[src/rtl/instr_fetch_unit.sv]
// instr_fetch_unit: fetch-stage PC generation, synchronous instruction-memory
// read issue, and a 2-entry {pc, instr} queue feeding the IF/ID register.
// Redirects flush all wrong-path work; idle output shows NOP_INSTR.
module instr_fetch_unit #(
    parameter int unsigned           PC_W      = 8,
    parameter int unsigned           INSTR_W   = 32,
    parameter logic [PC_W-1:0]       RESET_PC  = 8'h00,
    parameter logic [INSTR_W-1:0]    NOP_INSTR = 32'hF800_0000
) (
    input  logic                clk,
    input  logic                rst,
    output logic                imem_req,
    output logic [PC_W-1:0]     imem_addr,
    input  logic [INSTR_W-1:0]  imem_rdata,
    input  logic                redirect_valid,
    input  logic [PC_W-1:0]     redirect_pc,
    output logic                out_valid,
    input  logic                out_ready,
    output logic [PC_W-1:0]     out_pc,
    output logic [INSTR_W-1:0]  out_instr
);

    typedef enum logic [1:0] {
        ST_BOOT,
        ST_RUN,
        ST_DROP
    } state_t;

    state_t               r_state;
    state_t               w_state_nxt;

    logic [PC_W-1:0]      r_pc;
    logic                 r_inflight;
    logic [PC_W-1:0]      r_inflight_pc;

    logic [PC_W-1:0]      r_q_pc    [2];
    logic [INSTR_W-1:0]   r_q_instr [2];
    logic                 r_rd_ptr;
    logic                 r_wr_ptr;
    logic [1:0]           r_count;

    logic                 w_pop;
    logic                 w_push;
    logic [2:0]           w_credit;

    // Next-state decode plus all combinational outputs and handshake terms.
    always_comb begin
        w_state_nxt = ST_RUN;
        w_pop       = 1'b0;
        w_push      = 1'b0;
        w_credit    = '0;
        imem_req    = 1'b0;
        imem_addr   = r_pc;
        out_valid   = 1'b0;
        out_pc      = '0;
        out_instr   = NOP_INSTR;

        // A redirect with a read outstanding must discard the next response.
        if (redirect_valid && r_inflight) begin
            w_state_nxt = ST_DROP;
        end

        out_valid = (r_count != 2'd0) && !redirect_valid;
        w_pop     = out_valid && out_ready;
        if (out_valid) begin
            out_pc    = r_q_pc[r_rd_ptr];
            out_instr = r_q_instr[r_rd_ptr];
        end

        // Occupancy after this edge if nothing new were requested; never
        // underflows because a pop requires at least one queued entry.
        w_credit = {1'b0, r_count} + {2'b00, r_inflight} - {2'b00, w_pop};
        imem_req = (r_state != ST_BOOT) && !redirect_valid && (w_credit < 3'd2);

        w_push = r_inflight && (r_state != ST_DROP) && !redirect_valid;
    end

    // FSM state register.
    always_ff @(posedge clk) begin
        if (rst) begin
            r_state <= ST_BOOT;
        end else begin
            r_state <= w_state_nxt;
        end
    end

    // Fetch PC and outstanding-read tracking.
    always_ff @(posedge clk) begin
        if (rst) begin
            r_pc          <= RESET_PC;
            r_inflight    <= 1'b0;
            r_inflight_pc <= '0;
        end else begin
            r_inflight <= imem_req;
            if (imem_req) begin
                r_pc          <= r_pc + 1'b1;
                r_inflight_pc <= r_pc;
            end
            if (redirect_valid) begin
                r_pc <= redirect_pc;
            end
        end
    end

    // Queue pointers and occupancy; flushed by reset or redirect.
    always_ff @(posedge clk) begin
        if (rst || redirect_valid) begin
            r_rd_ptr <= 1'b0;
            r_wr_ptr <= 1'b0;
            r_count  <= 2'd0;
        end else begin
            if (w_push) begin
                r_wr_ptr <= ~r_wr_ptr;
            end
            if (w_pop) begin
                r_rd_ptr <= ~r_rd_ptr;
            end
            case ({w_push, w_pop})
                2'b10:   r_count <= r_count + 2'd1;
                2'b01:   r_count <= r_count - 2'd1;
                default: r_count <= r_count;
            endcase
        end
    end

    // Queue storage; contents are only meaningful while counted valid.
    always_ff @(posedge clk) begin
        if (w_push) begin
            r_q_pc[r_wr_ptr]    <= r_inflight_pc;
            r_q_instr[r_wr_ptr] <= imem_rdata;
        end
    end

endmodule

[config.mk]
export PLATFORM = sky130hd
export DESIGN_NAME = instr_fetch_unit
export DESIGN_NICKNAME = d
export VERILOG_FILES = /design/src/rtl/instr_fetch_unit.sv
export SDC_FILE = /design/constraint.sdc
export NUM_CORES = 1
export LEC_CHECK = 0
export ABC_AREA = 1
export BUFFER_PORTS_ARGS = -buffer_cell sky130_fd_sc_hd__buf_2
export CORE_MARGIN = 5
export CORE_UTILIZATION = 50
export DETAILED_ROUTE_END_ITERATION = 6
export PLACE_DENSITY = 0.72
export SLEW_MARGIN = 15
export SYNTH_ARGS = -nofsm -noshare
export SYNTH_HDL_FRONTEND = slang
export SYNTH_SLANG_ARGS = --single-unit
[constraint.sdc]
create_clock -name clk -period 6.6 [get_ports clk]
set_clock_uncertainty 0.05 [all_clocks]
set_input_delay 1.98 -clock clk [delete_from_list [all_inputs] [get_ports clk]]
set_output_delay 1.98 -clock clk [all_outputs]
set_load 0.005 [all_outputs]
==> results of run 1 <==
## metrics by stage
| stage | setup WS, ns | util (%) | cell area, um^2 | hold WS (ns) |
|---|---|---|---|---|
| floorplan | 0.746 | - | 4430 | 0.370 |
| finish | 0.567 | 59.3 | 5140 | 0.415 |
| global placement | 0.637 | 57.3 | 4970 | 0.385 |
| global route | 0.400 | 59.3 | 5140 | 0.433 |
| detailed placement | 0.553 | 57.3 | 4970 | 0.391 |
| CTS | 0.554 | 59.3 | 5140 | 0.407 |
## layer usage
| layer | GRT usage, % | share of wire [%] |
|---|---|---|
| met3 | 4.10 | 5.9 |
| met4 | 5.09 | 1.0 |
| met1 | 18.5 | 42 |
| met2 | 27.6 | 51 |
| met5 | 0 | 0 |
## cell type report
class                           count  area, um^2
Multi-Input combinational cell    205        1230
Sequential cell                   104        2880
Fill cell                         766        3530
Inverter                           59         221
Clock buffer                        9         124
Timing Repair Buffer               97         495
Clock inverter                      7        52.6
Tap cell                          108         135
## logic make-up (layout without fill, tap and decap cells)
logic type | count (synthesis) | in the layout | share of synthesized area [%]
adders and majority gates | 4 | 4 | 1.30
and+or+nand+nor | 129 | 129 | 12.0
AOI/OAI and AO/OA | 36 | 36 | 4.89
muxes | 35 | 35 | 8.90
xor gates and xnor gates | 1 | 1 | 0.198
buffers and inverters | 75 | 172 | 7.57
DFF | 104 | 104 | 65.1
## worst min-delay path by stage
stage,startpoint,endpoint,cells past startpoint
floorplan,r_inflight_pc[3]$_SDFFE_PP0P_,r_q_pc[0][3]$_DFFE_PP_,0
global placement,r_inflight_pc[5]$_SDFFE_PP0P_,r_q_pc[0][5]$_DFFE_PP_,0
detailed placement,r_inflight_pc[5]$_SDFFE_PP0P_,r_q_pc[1][5]$_DFFE_PP_,0
CTS,r_inflight_pc[5]$_SDFFE_PP0P_,r_q_pc[0][5]$_DFFE_PP_,0
global route,r_inflight_pc[5]$_SDFFE_PP0P_,r_q_pc[0][5]$_DFFE_PP_,0
finish,r_inflight_pc[7]$_SDFFE_PP0P_,r_q_pc[0][7]$_DFFE_PP_,0
## worst reg2reg max path, stage by stage (launching register included)
cell and delay [ns]:
dfxtp_1 0.43, inv_2 0.11, a21oi_4 0.13, nand2_1 0.12, inv_1 0.11, ha_1 0.23
or2_2 0.30, fa_1 0.51, nand2_1 0.07, nor2_2 0.10, nand2_1 0.24, nor2_1 0.25
nand3_1 0.10, nand2_1 0.07
## power by group
group	switching, uW	internal (uW)	total, uW
Sequential	9.85	718	728
Clock	215	141	356
Combinational	34.9	27.3	62.2
Total	260	887	1150
## layout by cell type, fill, tap and decap left out, drive strengths merged
cell type  synthesis  final
nand4              2      2
or2                2      2
o21ai             14     14
dfxtp             24     24
fa                 1      1
inv               59     63
edfxtp            80     80
ha                 3      3
buf               16     97
a21boi             1      1
mux2              35     35
o211ai             6      6
nand3             13     13
nor2              26     26
nand2             84     84
clkinv             0      3
a21oi             14     14
clkbuf             0      9
o21bai             1      1
xor2               1      1
nor3               2      2
## Yosys cell counts
master | count | area [um^2]
o211ai_2 | 1 | 12.5
ha_1 | 3 | 37.5
nor3_1 | 1 | 5.00
o21ai_2 | 1 | 8.76
inv_1 | 56 | 210
a21boi_0 | 1 | 7.51
nor2_1 | 24 | 90.1
or2_2 | 2 | 12.5
inv_2 | 3 | 11.3
a21oi_2 | 2 | 17.5
o21ai_1 | 1 | 5.00
buf_6 | 5 | 56.3
buf_2 | 10 | 50.1
nor2_4 | 1 | 11.3
nand2_2 | 2 | 12.5
fa_1 | 1 | 20.0
dfxtp_1 | 24 | 480
nor2_2 | 1 | 6.26
o21bai_1 | 1 | 7.51
xor2_1 | 1 | 8.76
o211ai_1 | 5 | 37.5
nand3_1 | 13 | 65.1
nand4_1 | 2 | 12.5
nor3_2 | 1 | 10.0
nand2_1 | 82 | 308
edfxtp_1 | 80 | 2400
a21oi_1 | 12 | 60.1
buf_4 | 1 | 7.51
o21ai_0 | 12 | 60.1
mux2_2 | 35 | 394
## state kept, by name (all words and copies together) (netlist names), named ones only
name	flops
r_q_instr	64
r_q_pc	16
r_state	2
r_count	2
r_rd_ptr	1
r_inflight	1
r_wr_ptr	1
r_inflight_pc	8
imem_addr	8
==> flow_metrics.py, run 1 <==
metrics = {
    "synthesis": {
        "ys_seq_area_share_pct": 65.1,
        "syn_area_um2": 4430,
        "ys_types": 30,
        "synth_seq_cells": 104,
        "syn-num-nets": 432,
        "yosysWarnings": 0,
        "synth_cells": 384,
        "avgSynthCellArea_um2": 11.5,
    },
    "detailed_routing": {
        "avgRoutedWirePerCell_um": 13.9,
        "wirelength_mm": 8.20,
        "ant_nets": 0,
        "drt_iter0_markers": 103,
        "drt_pass1_iterations": 4,
        "vias_per_cell": 4.95,
        "via_count": 2914,
        "post-route-drc-count": 0,
    },
    "pwr": {
        "p_leak_uw": 0.00230,
        "total_power_uw": 1150,
        "vdd_drop_max_uv": 90.2,
        "powerDensity_nw_per_um2": 223,
    },
    "critical_path": {
        "slowest_delay_ns": 0.51,
        "critical_path_depth": 12,
        "crit_fanout": 13,
        "setup.worst_path.end": "imem_req",
        "cp-startpoint": "redirect_valid",
        "cp.buffers_inverters": 4,
        "rr_startpoint": "r_count[1]$_SDFFE_PP0P_",
        "r2r_cells": 13,
        "worstPathRequired_ns": 4.57,
        "endpoint_kind": "output pin",
        "worstReg2RegEnd": "imem_addr[7]$_SDFFE_PP0P_",
        "cpMaxStageDelayCell": "fa_1",
        "crit_type": "primary input to output pin",
        "critPathArrivalTime_ns": 4.00,
        "path_delay_family": "adder cells",
        "worstSetupStartpointType": "primary input",
        "r2r_setup_slack_ns": 3.74,
        "cp_cell_sequence": "buf_2, a21oi_4, nand2_1, inv_1, ha_1, or2_2, fa_1, inv_1, nor2_1, nand2_1, nor2_4, buf_2",
    },
    "timing": {
        "drv_slew": 0,
        "hold_viol_final": 0,
        "worst_pin_slew_ns": 1.02,
        "max_freq_mhz": 166,
        "relSlewSlack_pct": 32.1,
        "rsz0062_at_grt": "false",
        "fin_tns_setup_ns": 0,
        "min_period_over_period_pct": 91.4,
        "setup_viol": 0,
        "period_minus_slack_ns": 6.03,
    },
    "cts": {
        "ctsHoldBuffers": 0,
        "post_cts_buffers": 0,
        "cts_resized": 0,
        "clockBufferDepth": 2,
        "cts_buffers": 9,
        "clock-sinks": 104,
        "clk_latency_ns": 0.36,
        "root_buffer": "clkbuf_8",
        "cts_tree": "built",
        "clkTransAtPathRegs_ns": 0.09,
        "h-tree-depth": 3,
    },
    "placed_design": {
        "dp.cells": 573,
        "gp_congestion": 0.813,
        "io_buffers": 93,
        "dp_hpwl_mm": 5.55,
    },
    "die": {
        "die_w_um": 104,
        "ioPinCount": 94,
        "start_util_pct": 51.0,
        "fp.dieH_um": 104,
        "dieArea_um2": 10800,
        "core_area_um2": 8680,
        "rows": 34,
    },
    "grt": {
        "antenna_found_initial": 0,
        "grt_usage_pct": 15.7,
        "grt_first_pass_wirelength_mm": 13.9,
        "grt_overflow": 0,
        "grt_pass1_vias": 2955,
        "grt_max_degree": 46,
    },
    "job": {
        "drv_cap": 0,
    },
    "layout": {
        "syn_to_final_growth_pct": 16.2,
        "n_antenna_cell": 0,
        "instances_no_fill": 589,
        "nets": 524,
        "drive_gt1_share_pct": 34.1,
    },
    "worst_hold_path": {
        "hold_class": "flip-flop to flip-flop",
    },
    "status": {
        "outcome": "finished, final reports clean",
    },
}
(Power assumes the default switching activity.)
==> run 2: changes to the inputs <==
--- a/config.mk
+++ b/config.mk
@@ -6,11 +6,13 @@
 export NUM_CORES = 1
 export LEC_CHECK = 0
 export ABC_AREA = 1
-export BUFFER_PORTS_ARGS = -buffer_cell sky130_fd_sc_hd__buf_2
+export BUFFER_PORTS_ARGS = -buffer_cell sky130_fd_sc_hd__buf_4
 export CORE_MARGIN = 5
 export CORE_UTILIZATION = 50
 export DETAILED_ROUTE_END_ITERATION = 6
+export GPL_ROUTABILITY_DRIVEN = 0
 export PLACE_DENSITY = 0.72
+export REMOVE_ABC_BUFFERS = 1
 export SLEW_MARGIN = 15
 export SYNTH_ARGS = -nofsm -noshare
 export SYNTH_HDL_FRONTEND = slang
==> flow_metrics.py, run 2 (synthesis results as in run 1) <==
metrics = {
    "status": {
        "outcome": "finished, final reports clean",
    },
    "grt": {
        "grt_overflow": 0,
        "antenna_found_initial": 0,
        "grt_first_pass_wirelength_mm": 13.8,
        "grt_max_degree": 46,
        "grt_pass1_vias": 2999,
        "grt_usage_pct": 15.5,
    },
    "timing": {
        "period_minus_slack_ns": 6.00,
        "setup_viol": 0,
        "drv_slew": 0,
        "holdWs_ns": 0.416,
        "worst_pin_slew_ns": 1.03,
        "hold_viol_final": 0,
        "min_period_over_period_pct": 90.9,
        "rsz0062_at_grt": "false",
        "relSlewSlack_pct": 31.2,
        "max_freq_mhz": 167,
        "layout_setup_ws_ns": 0.604,
        "fin_tns_setup_ns": 0,
    },
    "pwr": {
        "vdd_drop_max_uv": 134,
        "p_leak_uw": 0.00237,
        "powerDensity_nw_per_um2": 232,
    },
    "detailed_routing": {
        "avgRoutedWirePerCell_um": 14.2,
        "vias_per_cell": 4.89,
        "wirelength_mm": 8.37,
        "via_count": 2880,
        "drt_iter0_markers": 81,
        "post-route-drc-count": 0,
        "ant_nets": 0,
        "drt_pass1_iterations": 4,
    },
    "die": {
        "core_area_um2": 8680,
        "die_w_um": 104,
        "rows": 34,
        "dieArea_um2": 10800,
        "ioPinCount": 94,
        "fp.dieH_um": 104,
        "start_util_pct": 51.0,
    },
    "layout": {
        "nets": 524,
        "final_common_cell": "buf_4",
        "final_cell_mix": "buf_4, nand2_1, edfxtp_1, inv_1, mux2_2",
        "multi_input_area_um2": 1230,
        "syn_to_final_growth_pct": 22.9,
        "n_antenna_cell": 0,
        "regMostFlops": "r_q_instr",
        "finalInstanceArea_um2": 5440,
        "drive_gt1_share_pct": 34.1,
        "nFillCells": 700,
        "largest_reg_flops": 64,
        "top_regs": "r_q_instr x64, r_q_pc x16",
        "seq_area_um2": 2880,
        "instances_no_fill": 589,
    },
    "cts": {
        "clkTransAtPathRegs_ns": 0.09,
        "cts_resized": 0,
        "post_cts_buffers": 0,
        "clk_latency_ns": 0.34,
        "clock-sinks": 104,
        "ctsHoldBuffers": 0,
        "root_buffer": "clkbuf_8",
        "cts_tree": "built",
        "cts_buffers": 9,
        "clockBufferDepth": 2,
        "h-tree-depth": 3,
    },
    "job": {
        "drv_cap": 0,
    },
    "critical_path": {
        "slowest_delay_ns": 0.51,
        "cp_cell_sequence": "buf_4, a21oi_4, nand2_1, inv_1, ha_1, or2_2, fa_1, inv_1, nor2_1, nand2_1, nor2_4, buf_4",
        "cpMaxStageDelayCell": "fa_1",
        "worstSetupStartpointType": "primary input",
        "critPathArrivalTime_ns": 3.97,
        "r2r_setup_slack_ns": 3.66,
        "crit_fanout": 13,
        "endpoint_kind": "output pin",
        "worstPathRequired_ns": 4.57,
        "crit_type": "primary input to output pin",
    },
    "placed_design": {
        "dp.cells": 573,
        "dp_hpwl_mm": 5.75,
        "dp_slack_ns": 0.598,
        "placed_area_um2": 5200,
        "io_buffers": 93,
    },
    "worst_hold_path": {
        "hold_class": "flip-flop to flip-flop",
    },
}
run 2: cell count changes in the layout (fill, tap and decap cells not counted), moves of 3 or more:
| cell | previous run | this run |
|---|---|---|
| buf_2 | 93 | 0 |
| buf_4 | 4 | 97 |
| bufinv_16 | 0 | 3 |
| inv_6 | 4 | 1 |
run 2: power breakdown:
part,total (uW),switching [uW],internal [uW]
Sequential,728,10.4,718
Combinational,72.6,35.6,37.0
Clock,459,205,254
Total,1260,251,1010
run 2: metrics by stage:
stage          power (uW)  utilization (%)
6_report             1260             62.7
2_1_floorplan         773                -
4_1_cts              1270             62.7
3_5_place_dp          816             59.9
5_1_grt              1310             62.7
3_3_place_gp          813             59.9
run 2: critical path, delay by kind of cell:
kind | cells | cell delay [ns]
adder cells (fa/ha/maj) | 2 | 0.73
AND/OR/NAND/NOR | 5 | 0.68
buffers and inverters | 4 | 0.44
AO/OA/AOI/OAI | 1 | 0.14
run 2: final cells by class:
type                       instances  area share, %
inverter                          59           4.07
timing repair buffer              97           13.4
tap                              108           2.48
multi-input combinational        205           22.6
sequential                       104           53.0
clock inverter                     6           2.11
clock buffer                      10           2.34
run 2: path summary, 6_finish.rpt:
check                                     start                         to  depth (start not counted)
setup / recovery                 redirect_valid                   imem_req                         12
hold / removal    r_inflight_pc[1]$_SDFFE_PP0P_     r_q_pc[1][1]$_DFFE_PP_                          0
setup reg to reg        r_count[1]$_SDFFE_PP0P_  imem_addr[7]$_SDFFE_PP0P_                         13
hold reg to reg   r_inflight_pc[1]$_SDFFE_PP0P_     r_q_pc[1][1]$_DFFE_PP_                          0
run 2: routing by layer:
metal  vias to the layer above  GRT usage [%]  wire length (um)
met5                         -              0                 0
met4                         0           4.90                19
met3                         2           3.91               469
met2                        84           27.0              4260
met1                      1335           18.9              3610
li1                       1459              -                 -
==> run 3: changes to the inputs <==
--- a/config.mk
+++ b/config.mk
@@ -5,13 +5,13 @@
 export SDC_FILE = /design/constraint.sdc
 export NUM_CORES = 1
 export LEC_CHECK = 0
-export ABC_AREA = 1
 export BUFFER_PORTS_ARGS = -buffer_cell sky130_fd_sc_hd__buf_4
 export CORE_MARGIN = 5
 export CORE_UTILIZATION = 50
 export DETAILED_ROUTE_END_ITERATION = 6
 export GPL_ROUTABILITY_DRIVEN = 0
-export PLACE_DENSITY = 0.72
+export GPL_TIMING_DRIVEN = 0
+export PLACE_DENSITY = 0.74
 export REMOVE_ABC_BUFFERS = 1
 export SLEW_MARGIN = 15
 export SYNTH_ARGS = -nofsm -noshare
==> flow_metrics.py, run 3 <==
metrics = {
    "status": {
        "outcome": "finished, final reports clean",
    },
    "layout": {
        "final_cell_mix": "buf_4, edfxtp_1, nor2_1, mux2i_1, nand2_1",
        "regMostFlops": "r_q_instr",
        "n_antenna_cell": 0,
        "final_common_cell": "buf_4",
        "syn_to_final_growth_pct": 26.9,
        "drive_gt1_share_pct": 30.8,
        "top_regs": "r_q_instr x64, r_q_pc x16",
        "finalInstanceArea_um2": 5210,
        "final_util_pct": 64.4,
        "nets": 446,
        "largest_reg_flops": 64,
    },
    "critical_path": {
        "crit_fanout": 19,
        "endpoint_kind": "output pin",
        "r2r_cells": 11,
        "critPathArrivalTime_ns": 4.39,
        "worstPathRequired_ns": 4.57,
        "worstSetupStartpointType": "primary input",
        "crit_type": "primary input to output pin",
    },
    "cts": {
        "h-tree-depth": 3,
        "clkTransAtPathRegs_ns": 0.09,
        "clockBufferDepth": 2,
        "clock-sinks": 104,
        "cts_tree": "built",
        "cts_buffers": 9,
        "root_buffer": "clkbuf_8",
        "clk_latency_ns": 0.36,
        "ctsHoldBuffers": 0,
    },
    "die": {
        "die_w_um": 101,
        "core_area_um2": 8090,
        "rows": 33,
        "dieArea_um2": 10100,
        "fp.dieH_um": 101,
        "ioPinCount": 94,
        "start_util_pct": 50.7,
    },
    "timing": {
        "min_period_over_period_pct": 97.2,
        "period_minus_slack_ns": 6.42,
        "rsz0062_at_grt": "false",
        "worst_pin_slew_ns": 0.707,
        "hold_viol_final": 0,
        "relSlewSlack_pct": 52.9,
        "setup_viol": 0,
        "max_freq_mhz": 156,
        "layout_setup_ws_ns": 0.184,
        "drv_slew": 0,
        "fin_tns_setup_ns": 0,
    },
    "synthesis": {
        "synth.top_cell.area_share_pct": 58.5,
        "synth_edf_count": 80,
        "yosysWarnings": 0,
        "ys_top_cells_by_count": "edfxtp_1, nor2_1, mux2i_1",
        "synth_largest_area_cell": "edfxtp_1",
        "synth-main-ff-cell": "edfxtp_1",
        "ys_top_cells_by_area": "edfxtp_1, dfxtp_1, mux2i_1",
        "syn_area_um2": 4100,
        "synth_seq_cells": 104,
        "ys_types": 37,
        "ys_seq_area_share_pct": 70.2,
        "synth.most_common_cell": "edfxtp_1",
        "avgSynthCellArea_um2": 13.6,
        "synth_cells": 301,
        "synthArstFlopShare_pct": 0,
    },
    "grt": {
        "use_met2_pct": 26.8,
        "antenna_found_initial": 0,
        "grt_pass1_vias": 2639,
        "grt_overflow": 0,
        "grt_usage_pct": 16.1,
        "busiest_layer": "met2",
        "grt_max_degree": 41,
        "grt_first_pass_wirelength_mm": 12.6,
        "use_met3_pct": 4.01,
        "use_met1_pct": 20.1,
    },
    "placed_design": {
        "placed_area_um2": 4960,
        "dp_hpwl_mm": 5.32,
        "dp_slack_ns": -0.519,
        "io_buffers": 93,
    },
    "pwr": {
        "vdd_drop_max_uv": 109,
        "p_leak_uw": 0.00187,
        "p_clk_share_pct": 33.2,
        "powerDensity_nw_per_um2": 225,
        "seqPwrFrac_pct": 61.3,
        "p_sw_uw": 248,
        "swShare_pct": 21.1,
        "power.internal_uw": 927,
        "combPwrFrac_pct": 5.5,
    },
    "detailed_routing": {
        "drt_iter0_markers": 98,
        "avgRoutedWirePerCell_um": 15.3,
        "wirelength_mm": 7.78,
        "via_count": 2639,
        "vias_per_cell": 5.19,
        "post-route-drc-count": 0,
        "drt_pass1_iterations": 6,
        "ant_nets": 0,
    },
    "worst_hold_path": {
        "hold_class": "flip-flop to flip-flop",
        "hold_depth": 0,
    },
    "job": {
        "drv_cap": 0,
    },
}
[run 3: routing by layer]
metal  wire (um)  vias to the layer above  part of all wire (%)
li1            -                     1279                     -
met3         563                       14                   7.2
met4         155                        0                   2.0
met5           0                        -                     0
met2        3840                       90                    49
met1        3220                     1256                    41
[run 3: what timing repair did]
action	in CTS	in global routing
endpoints found under the setup margin	1	1
pin swaps	0	1
gates resized for setup	4	0
cloned	0	0
buffers inserted	1	4
[run 3: layout make-up]
| cell class | count | area (um^2) |
|---|---|---|
| Timing Repair Buffer | 101 | 811 |
| Multi-Input combinational cell | 176 | 1160 |
| Clock buffer | 11 | 131 |
| Inverter | 6 | 27.5 |
| Tap cell | 105 | 131 |
| Fill cell | 620 | 2880 |
| Sequential cell | 104 | 2890 |
| Clock inverter | 5 | 63.8 |
[run 3: critical path, cell delays in order]
cell	delay, ns
buf_4	0.20
inv_1	0.13
o21ai_4	0.09
inv_2	0.09
and2_1	0.21
ha_1	0.29
nand2b_1	0.16
fa_1	0.53
nor2b_1	0.23
nand3_4	0.17
clkinv_4	0.16
buf_4	0.13
[run 3: kinds of logic after synthesis]
group | synth area share (%)
buffers and inverters | 2.13
muxes | 9.76
xor gates and xnor gates | 1.46
DFF | 70.2
adders and majority gates | 1.40
AOI/OAI and AO/OA | 4.63
and+or+nand+nor | 10.4
[run 3: path summary, 6_finish.rpt]
path / start / slack (ns) / to
min reg2reg: r_inflight_pc[4]$_SDFFE_PP0P_ / 0.41 / r_q_pc[0][4]$_DFFE_PP_
min: r_inflight_pc[4]$_SDFFE_PP0P_ / 0.41 / r_q_pc[0][4]$_DFFE_PP_
max: redirect_valid / 0.18 / imem_req
max reg2reg: r_count[1]$_SDFFE_PP0P_ / 3.34 / imem_addr[6]$_SDFFE_PP0P_
[run 3: per-stage QoR]
| stage | hold WS (ns) | cells | total power [uW] |
|---|---|---|---|
| 6_report | 0.408 | 508 | 1170 |
| 5_1_grt | 0.428 | 508 | 1220 |
| 4_1_cts | 0.410 | 504 | 1180 |
| 3_5_place_dp | 0.387 | 487 | 797 |
| 3_3_place_gp | 0.383 | 484 | 793 |
| 2_1_floorplan | 0.375 | 286 | 756 |
[run 3: power groups by stage]
| stage | clock, uW | combinational (uW) | sequential (uW) |
|---|---|---|---|
| after global routing | 431 | 70.7 | 722 |
| final | 390 | 64.3 | 720 |
| after floorplan | 0 | 21.2 | 734 |
| after global placement | 0 | 57.1 | 736 |
| after CTS | 399 | 62.5 | 720 |
| after detailed placement | 0 | 61.2 | 735 |
